--- config.mk ---
export PLATFORM = sky130hd
export DESIGN_NAME = m90_irq_ctrl
export DESIGN_NICKNAME = d
export VERILOG_FILES = /design/src/rtl/board_pkg.sv /design/src/rtl/irq_prio4.sv /design/src/rtl/m90_irq_ctrl.sv
export SDC_FILE = /design/constraint.sdc
export NUM_CORES = 1
export LEC_CHECK = 0
export CAP_MARGIN = 20
export CORE_MARGIN = 2
export CORE_UTILIZATION = 34
export CTS_CLUSTER_SIZE = 28
export DETAILED_ROUTE_END_ITERATION = 10
export PLACE_DENSITY = 0.74
export SETUP_SLACK_MARGIN = 0.3
export SYNTH_ARGS = -nofsm -noshare
export SYNTH_HDL_FRONTEND = slang
export SYNTH_SLANG_ARGS = --single-unit
--- constraint.sdc ---
create_clock -name clk_sys -period 3.7 [get_ports clk_sys]
set_input_delay 0.74 -clock clk_sys [delete_from_list [all_inputs] [get_ports clk_sys]]
set_output_delay 0.74 -clock clk_sys [all_outputs]
set_load 0.03 [all_outputs]
--- src/rtl/board_pkg.sv ---
// Shared M90 board definitions: interrupt source indices, controller state
// encoding and vector helpers.
package board_pkg;

   localparam int IRQ_VBLANK = 0;
   localparam int IRQ_HINT   = 1;
   localparam int IRQ_SOUND  = 2;
   localparam int IRQ_SPARE  = 3;

   // Offset of the spurious vector, returned when an ack finds nothing eligible
   localparam logic [7:0] IRQ_SPUR_OFS = 8'h1C;

   typedef enum logic {IRQ_IDLE, IRQ_ACK} irq_state_t;

   function automatic logic [7:0] irq_vec(input logic [7:0] base, input logic [1:0] idx);
      return base + {4'd0, idx, 2'b00};
   endfunction

   function automatic logic [3:0] irq_onehot(input logic [1:0] idx);
      return 4'b0001 << idx;
   endfunction

endpackage

--- src/rtl/irq_prio4.sv ---
// Four-input priority encoder: reports the lowest-index set bit and whether
// any bit is set.
module irq_prio4
   import board_pkg::*;
(
   input  logic [3:0] req,
   output logic [1:0] idx,
   output logic       vld
);

   always_comb begin
      idx = 2'd0;
      vld = |req;
      for (int i = IRQ_SPARE; i >= IRQ_VBLANK; i--) begin
         if (req[i]) idx = 2'(i);
      end
   end

endmodule

--- src/rtl/m90_irq_ctrl.sv ---
// M90 interrupt controller: edge-triggered pending latch, software mask,
// fixed priority with in-service blocking, and INTAK vector delivery to the V33.
module m90_irq_ctrl
   import board_pkg::*;
#(
   parameter logic [7:0] VEC_BASE = 8'h60,
   parameter logic [7:0] IO_BASE  = 8'h40
) (
   input  logic       clk_sys,
   input  logic       reset,
   input  logic       ce,
   input  logic [3:0] src,
   input  logic       intack,
   input  logic       io_wr,
   input  logic [7:0] io_addr,
   input  logic [7:0] io_din,
   output logic       int_req,
   output logic [7:0] int_vector,
   output logic [3:0] pending
);

   localparam logic [7:0] EOI_ADDR = IO_BASE + 8'd2;

   irq_state_t state;
   logic [3:0] src_d;
   logic       intack_d;
   logic [3:0] mask;
   logic [3:0] in_service;
   logic [1:0] sel;
   logic       sel_vld;

   logic [3:0] trig;
   logic [3:0] unblk;
   logic [3:0] cand;
   logic [1:0] is_idx;
   logic       is_vld;
   logic [1:0] win_idx;
   logic       win_vld;
   logic       ack_done;
   logic [3:0] ack_bit;
   logic [3:0] eoi_bit;
   logic       unused_din;

   assign unused_din = ^io_din[7:4];

   assign trig = src & ~src_d;

   irq_prio4 u_is_prio (
      .req (in_service),
      .idx (is_idx),
      .vld (is_vld)
   );

   // Any in-service source blocks itself and every lower-priority source
   always_comb begin
      unblk = 4'hF;
      if (is_vld) begin
         case (is_idx)
            2'd0:    unblk = 4'b0000;
            2'd1:    unblk = 4'b0001;
            2'd2:    unblk = 4'b0011;
            default: unblk = 4'b0111;
         endcase
      end
   end

   assign cand = pending & ~mask & unblk;

   irq_prio4 u_win_prio (
      .req (cand),
      .idx (win_idx),
      .vld (win_vld)
   );

   assign ack_done = (state == IRQ_ACK) && !intack;
   assign ack_bit  = (ack_done && sel_vld) ? irq_onehot(sel) : 4'b0000;
   assign eoi_bit  = (io_wr && io_addr == EOI_ADDR) ? irq_onehot(io_din[1:0]) : 4'b0000;

   always_ff @(posedge clk_sys) begin
      if (reset) begin
         state      <= IRQ_IDLE;
         src_d      <= 4'b0000;
         intack_d   <= 1'b0;
         mask       <= 4'hF;
         pending    <= 4'b0000;
         in_service <= 4'b0000;
         sel        <= 2'd0;
         sel_vld    <= 1'b0;
         int_req    <= 1'b0;
         int_vector <= VEC_BASE;
      end else if (ce) begin
         src_d      <= src;
         intack_d   <= intack;
         // A new edge on the source being retired re-arms it
         pending    <= (pending & ~ack_bit) | trig;
         in_service <= (in_service & ~eoi_bit) | ack_bit;
         if (io_wr && io_addr == IO_BASE) mask <= io_din[3:0];

         case (state)
            IRQ_IDLE: begin
               if (intack && !intack_d) begin
                  state      <= IRQ_ACK;
                  int_req    <= 1'b0;
                  sel        <= win_idx;
                  sel_vld    <= win_vld;
                  int_vector <= win_vld ? irq_vec(VEC_BASE, win_idx)
                                        : VEC_BASE + IRQ_SPUR_OFS;
               end else begin
                  int_req <= win_vld;
               end
            end
            IRQ_ACK: begin
               int_req <= 1'b0;
               if (!intack) state <= IRQ_IDLE;
            end
            default: state <= IRQ_IDLE;
         endcase
      end
   end

endmodule
[After elaboration in Yosys (flattened, before gate mapping)]
Index checks and enable logic that the tools add are counted.
Widths: inputs -> output; s select.
Word-level totals
  register bits: 30
  bits of input ports: 25
  logic and storage cells: 59
Cells by class
  add/sub/neg operators: 1
  eq/ne operators: 4
  shift operators: 2
  mux-type cells: 18
  bitwise logic cells: 12
  reductions and logical operators: 12
Operator list (number)
  $and 4x4->4: 5
  $eq 8x7->1 const B: 2
  $mux 2: 8
  $not 4->4: 4
  $mux 4: 3
  $pmux 3 s3: 1
  $add 7x4->8 const A: 1
  $mux 8: 1
  $or 4x4->4: 2
  $reduce_or 4->1: 2
  $shl 1x2->4 const A: 2
  $logic_and 1x1->1: 5
  $pmux 1 s2: 2
  $mux 1: 3
  $reduce_and 3->1: 1
  $eq 2x1->1 const B: 1
  $eq 2x2->1 const B: 1
  $logic_not 1->1: 2
  $logic_not 2->1: 1
  $reduce_and 2->1: 1
  $not 1->1: 1

[Logic depth before layout (Yosys ltp)]
Gate-level depths: netlist of the first run.
  word-level depth: 14
  depth in mapped cells: 4
  gate-level depth less buffers: 3

[Cells and area by module]
A second synthesis of the first run with hierarchy kept.
Unflattened totals
  cell total of the unflattened synthesis: 145
  area total of the unflattened synthesis: 1247.4 sq um
Modules (own cells, without submodules)
  m90_irq_ctrl: instances 1, cells an instance 131, area an instance 1177.4 sq um, sequential area each 500.5 sq um
  irq_prio4: instances 2, cells an instance 7, area an instance 35.0 sq um, sequential area each 0.0 sq um

[Worst setup path before layout of the first run]
No wires, ideal clock.
  path kind: input -> register
  from: input io_addr[3]
  to: register mask[0]
  arrival time: 1.842 ns
  path slack: 1.786 ns
  cell stages on the path: 3
  path buffers: 0
  cell sequence: or4_4 nor4_4 mux2i_1
Between the ends
  cells in the longest elaborated chain, start to end: 3
Ends and longest elaborated chain
  start: declaration: RTL line m90_irq_ctrl.sv:15  | input logic [7:0] io_addr,
  $eq 8x7->1: RTL line m90_irq_ctrl.sv:97  | if (io_wr && io_addr == IO_BASE) mask <= io_din[3:0];
  $logic_and 1x1->1: RTL line m90_irq_ctrl.sv:97
  $reduce_and 2->1 (no source line)
  end signal: assignment: RTL line m90_irq_ctrl.sv:97
  end: declaration: RTL line m90_irq_ctrl.sv:27  | logic [3:0] mask;
Every way passes these cells.
A chain may end at the register's enable or synchronous reset.

[Worst setup path after layout of the first run]
  from: input ce
  to: register sel[1]
Between the ends
  cells in the longest elaborated chain, start to end: 1
Ends and longest elaborated chain
  start: declaration: RTL line m90_irq_ctrl.sv:11  | input logic ce,
  $reduce_and 3->1 (no source line)
  end signal: assignment: RTL line m90_irq_ctrl.sv:104  | sel <= win_idx;
  end: declaration: RTL line m90_irq_ctrl.sv:29  | logic [1:0] sel;
Every way passes these cells.

==> flow_summary.json, run 1 <==
{
  "drtIter0Drc": 31,
  "worst_slew_pin_slew_ps": 881,
  "portBuffers": 28,
  "hold_viol_final": 0,
  "synthFlopType": "dfxtp_1",
  "hold_start": "src_d[1]",
  "avgSynthCellArea_um2": 9.00,
  "cts_tree": "done",
  "finalNetCount": 184,
  "cp-startpoint": "ce",
  "finalPower_w": 0.000500,
  "r2r_slack_ps": 2040,
  "drive_above_1_share": 0.0316,
  "rsz0062_at_grt": "false",
  "final_area_um2": 1530,
  "p_leak_nw": 0.523,
  "grt_use_total": 0.136,
  "dpl_cell_area_um2": 1500,
  "fillers": 333,
  "clk_latency_ps": 310,
  "worst_clock_skew_ps": 0.919,
  "final_common_cell": "clkdlybuf4s50_1",
  "final_antenna_net_count": 0,
  "final_max_slew_viol_count": 0,
  "vdd_drop_max_uv": 228,
  "cp.required_ps": 3960,
  "critPathLaunchType": "primary input",
  "first_global_vias": 1011,
  "grt-ovfl-total": 0,
  "pin_count": 38,
  "dieArea_um2": 4070,
  "cts_setup_buffers": 0,
  "vias_per_cell": 5.36,
  "min_path_cells": 2,
  "drt_drc_violations_left": 0,
  "synth-seq-area-share": 0.412,
  "cts_resized": 0,
  "cts_root_buf": "clkbuf_4",
  "setup_viol_count_final": 0,
  "timing.fmax_ghz": 0.400,
  "cellPowerDensity_nw_per_um2": 328,
  "rows": 21,
  "cp_max_fo": 20,
  "drt_first_pass_iters": 4,
  "synth_area_leader_cell": "dfxtp_1",
  "cts_buffer_depth": 2,
  "whs_endpoint": "src_d[1]",
  "die_w_um": 63.8,
  "fin_crit_ps": 2500,
  "grt_pass1_wl_um": 4440,
  "wl_per_cell_um": 12.9,
  "path_class": "primary input to flop",
  "hold_ws_ps": 499,
  "ys_ff_latch": 25,
  "numClockSinks": 25,
  "reg2reg_from": "in_service[0]",
  "synth-edff-count": 0,
  "reg2reg_to": "sel[1]",
  "dieHeight_um": 63.8,
  "holdCritPathClass": "flop to flop",
  "fin_crit_sh": 0.675,
  "yosys-top-cells-area": "dfxtp_1 41%, mux2i_1 7.4%, nor2_1 4.9%",
  "ys_async_sr_fraction": 0,
  "place.gp.congestion": 0.884,
  "drv_cap": 0,
  "layout_common_cells": "28 x clkdlybuf4s50_1, 25 x dfxtp_1, 16 x nor2_1",
  "rr_worst_depth": 3,
  "h-tree-depth": 1,
  "cts_hold_buf": 0,
  "diodes": 0,
  "critPathCaptureType": "flop",
  "path_clk_slew_ps": 130,
  "cts_buffers": 3,
  "dp_hpwl_um": 2020,
  "arrival_ps": 2760,
  "grt_max_degree": 27,
  "synth_top_area_share": 0.412,
  "status": "finished, final reports clean",
  "antenna_found_initial": 0,
  "syn2layout_area_growth_pct": 25.5,
  "yosysWarnings": 0,
  "core-area_um2": 3390,
  "tns_ps": 0,
  "synth_cell_types": 36,
  "synthCells": 135,
  "max_slew_margin": 0.411,
  "wl_um": 2630,
  "vias": 1093,
  "syn_area_um2": 1210,
  "start_util": 0.358,
  "final_core_util": 0.450
}
==> cell families (layout without fill, tap and decap cells) <==
kind of cell	Yosys count	count (layout)	synth area share
mux	9	9	0.0742
compound gates	32	32	0.177
simple gates	50	50	0.262
other cells	2	5	0.00618
flops	25	25	0.412
buf+inv	17	37	0.0690
==> state kept, by name (all words and copies together) (netlist names) <==
name        count
in_service      4
mask            4
pending         4
src_d           4
int_vector      3
sel             2
int_req         1
intack_d        1
sel_vld         1
state           1
==> cells in the mapped netlist (2+ instances only) <==
cell type	number
a311oi_1	4
clkbuf_1	5
nor2_1	16
a31oi_1	3
nor3_1	3
inv_1	5
nor2b_1	3
nand3b_1	5
dfxtp_1	25
conb_1	2
nand4b_1	2
a21oi_1	9
nor3b_1	2
mux2i_1	9
nand2b_1	5
o21a_1	2
nor4_1	3
buf_4	5
a32o_1	2
nand3_1	2
a211oi_1	4
o21ai_0	4
o31ai_1	2
==> worst max path at each step <==
stage,to
after floorplan,mask[0]
after CTS,sel[1]
final,sel[1]
after global placement,in_service[2]
after global routing,sel[1]
after detailed placement,in_service[2]
==> report_power, final <==
group	switching, W	internal (W)
Sequential	0.00000828	0.000280
Combinational	0.0000473	0.0000449
Clock	0.0000777	0.0000421
Total	0.000133	0.000367
==> worst max-delay path, stage by stage <==
cell,delay (ps)
clkdlybuf4s50_1,960
nand4bb_1,390
nor4_1,490
a32o_1,180
==> layout make-up <==
type                            count  area [um2]  share of cell area
Clock buffer                        4        26.3              0.0172
Inverter                            5        18.8              0.0123
Multi-Input combinational cell     96         642               0.421
Sequential cell                    25         500               0.328
Tap cell                           46        57.6              0.0377
Timing Repair Buffer               28         280               0.184
==> per-layer routing <==
metal  up-vias  global-route usage  share of wire
met3         4              0.0229          0.049
li1        533                   -              -
met4         0              0.0408         0.0076
met2        37               0.253           0.51
met5         -                   0              0
met1       519               0.158           0.43
==> through the flow <==
stage	setup WS, ps	std cells
2_1_floorplan	1790	138
3_3_place_gp	934	200
3_5_place_dp	875	200
4_1_cts	1220	204
5_1_grt	1040	204
6_report	1200	204
No activity file was read; power rests on OpenSTA's default activity.
==> inputs of run 2 (changes only) <==
Clock period 3.7 ns to 2.5 ns, I/O delays scaled along.
==> flow_summary.json, run 2 (same netlist as run 1, synthesis figures left out) <==
{
  "core-area_um2": 3390,
  "worst_slew_pin_slew_ps": 836,
  "grt-ovfl-total": 0,
  "fin_crit_sh": 0.760,
  "finalNetCount": 188,
  "cpPeakStageDelay_ps": 690,
  "arrival_ps": 1400,
  "crit_path_cell_trace": "clkdlybuf4s50_1",
  "finalWorstSetupSlack_ps": 601,
  "cpLargestDelayFamily": "buffers and inverters",
  "cts_hold_buf": 0,
  "final_core_util": 0.459,
  "timing.fmax_ghz": 0.527,
  "rsz0062_at_grt": "false",
  "cts_setup_buffers": 0,
  "status": "finished, final reports clean",
  "dieHeight_um": 63.8,
  "syn2layout_area_growth_pct": 28.1,
  "grt_pass1_wl_um": 4710,
  "reg2reg_from": "in_service[0]",
  "clk_latency_ps": 310,
  "diodes": 0,
  "grt_use_total": 0.143,
  "p_leak_nw": 0.546,
  "cts_resized": 0,
  "rr_worst_depth": 3,
  "final_antenna_net_count": 0,
  "pin_count": 38,
  "rows": 21,
  "drv_cap": 0,
  "critPathSlowestCell": "clkdlybuf4s50_1",
  "dp_hpwl_um": 2180,
  "portBuffers": 28,
  "place.gp.congestion": 0.909,
  "tns_ps": 0,
  "antenna_found_initial": 0,
  "numClockSinks": 25,
  "holdCritPathClass": "flop to flop",
  "cp_num_buf_inv": 1,
  "h-tree-depth": 1,
  "vias": 1053,
  "first_global_vias": 1099,
  "hold_start": "src_d[0]",
  "multi_input_area_um2": 642,
  "drt_first_pass_iters": 4,
  "drt_drc_violations_left": 0,
  "vdd_drop_max_uv": 196,
  "cp.required_ps": 2000,
  "final_common_cell": "clkdlybuf4s50_1",
  "regArea_um2": 500,
  "pre_cts_ws_ps": 274,
  "start_util": 0.358,
  "whs_endpoint": "src_d[0]",
  "wl_per_cell_um": 13.1,
  "layout_common_cells": "28 x clkdlybuf4s50_1, 25 x dfxtp_1, 16 x nor2_1",
  "grt_max_degree": 23,
  "cts_buffer_depth": 2,
  "cp_max_fo": 4,
  "worst_clock_skew_ps": 7.70,
  "hold_ws_ps": 508,
  "cts_tree": "done",
  "die_w_um": 63.8,
  "path_class": "flop to output port",
  "dieArea_um2": 4070,
  "vias_per_cell": 5.06,
  "reg2reg_to": "int_req",
  "fin_crit_ps": 1900,
  "wl_um": 2730,
  "cts_buffers": 3,
  "final_max_slew_viol_count": 0,
  "cellPowerDensity_nw_per_um2": 477,
  "max_slew_margin": 0.435,
  "cts_root_buf": "clkbuf_4",
  "path_clk_slew_ps": 130,
  "drive_above_1_share": 0.0617,
  "drtIter0Drc": 15,
  "hold_viol_final": 0,
  "setup_viol_count_final": 0,
  "r2r_slack_ps": 880,
  "critPathCaptureType": "output port",
  "critPathLaunchType": "flop",
  "fillers": 338,
  "min_path_cells": 2
}
==> run 2: cell count changes in the layout (fill, tap and decap cells not counted), sizes merged <==
| cell | before | now |
|---|---|---|
| clkinv | 0 | 1 |
| clkbuf | 4 | 3 |
| buf | 0 | 4 |
==> run 2: power by group <==
part           switching [W]  internal (W)
clock network       0.000114     0.0000597
logic              0.0000711     0.0000702
registers          0.0000130      0.000415
==> run 2: per-layer routing <==
metal	track usage	wire (um)	vias up
met1	0.171	1190	497
met3	0.0158	73	2
met4	0.0543	11	0
met5	0	0	-
li1	-	-	538
met2	0.261	1460	16
==> run 2: cell type report <==
| cell class | instances | share of cell area |
|---|---|---|
| clock buffers | 3 | 0.0145 |
| clock inverters | 1 | 0.00322 |
| inverters | 5 | 0.0121 |
| multi-input cells | 96 | 0.412 |
| flip-flops and latches | 25 | 0.322 |
| well taps | 46 | 0.0370 |
| repair buffers | 32 | 0.199 |
==> run 2: worst max path at each step <==
stage,startpoint,endpoint,slack (ps),depth (start not counted)
2_1_floorplan,io_addr[3],mask[0],830,3
3_3_place_gp,io_addr[3],mask[1],350,4
3_5_place_dp,io_addr[3],mask[2],270,4
4_1_cts,pending[2],pending[2],580,1
5_1_grt,pending[0],pending[0],540,1
6_report,pending[2],pending[2],600,1
==> run 2: stage by stage <==
stage | cells | power (W) | cell area [um2]
5_1_grt | 208 | 0.000785 | 1560
3_3_place_gp | 204 | 0.000574 | 1530
2_1_floorplan | 138 | 0.000517 | 1230
3_5_place_dp | 204 | 0.000578 | 1530
4_1_cts | 208 | 0.000754 | 1560
6_report | 208 | 0.000743 | 1560
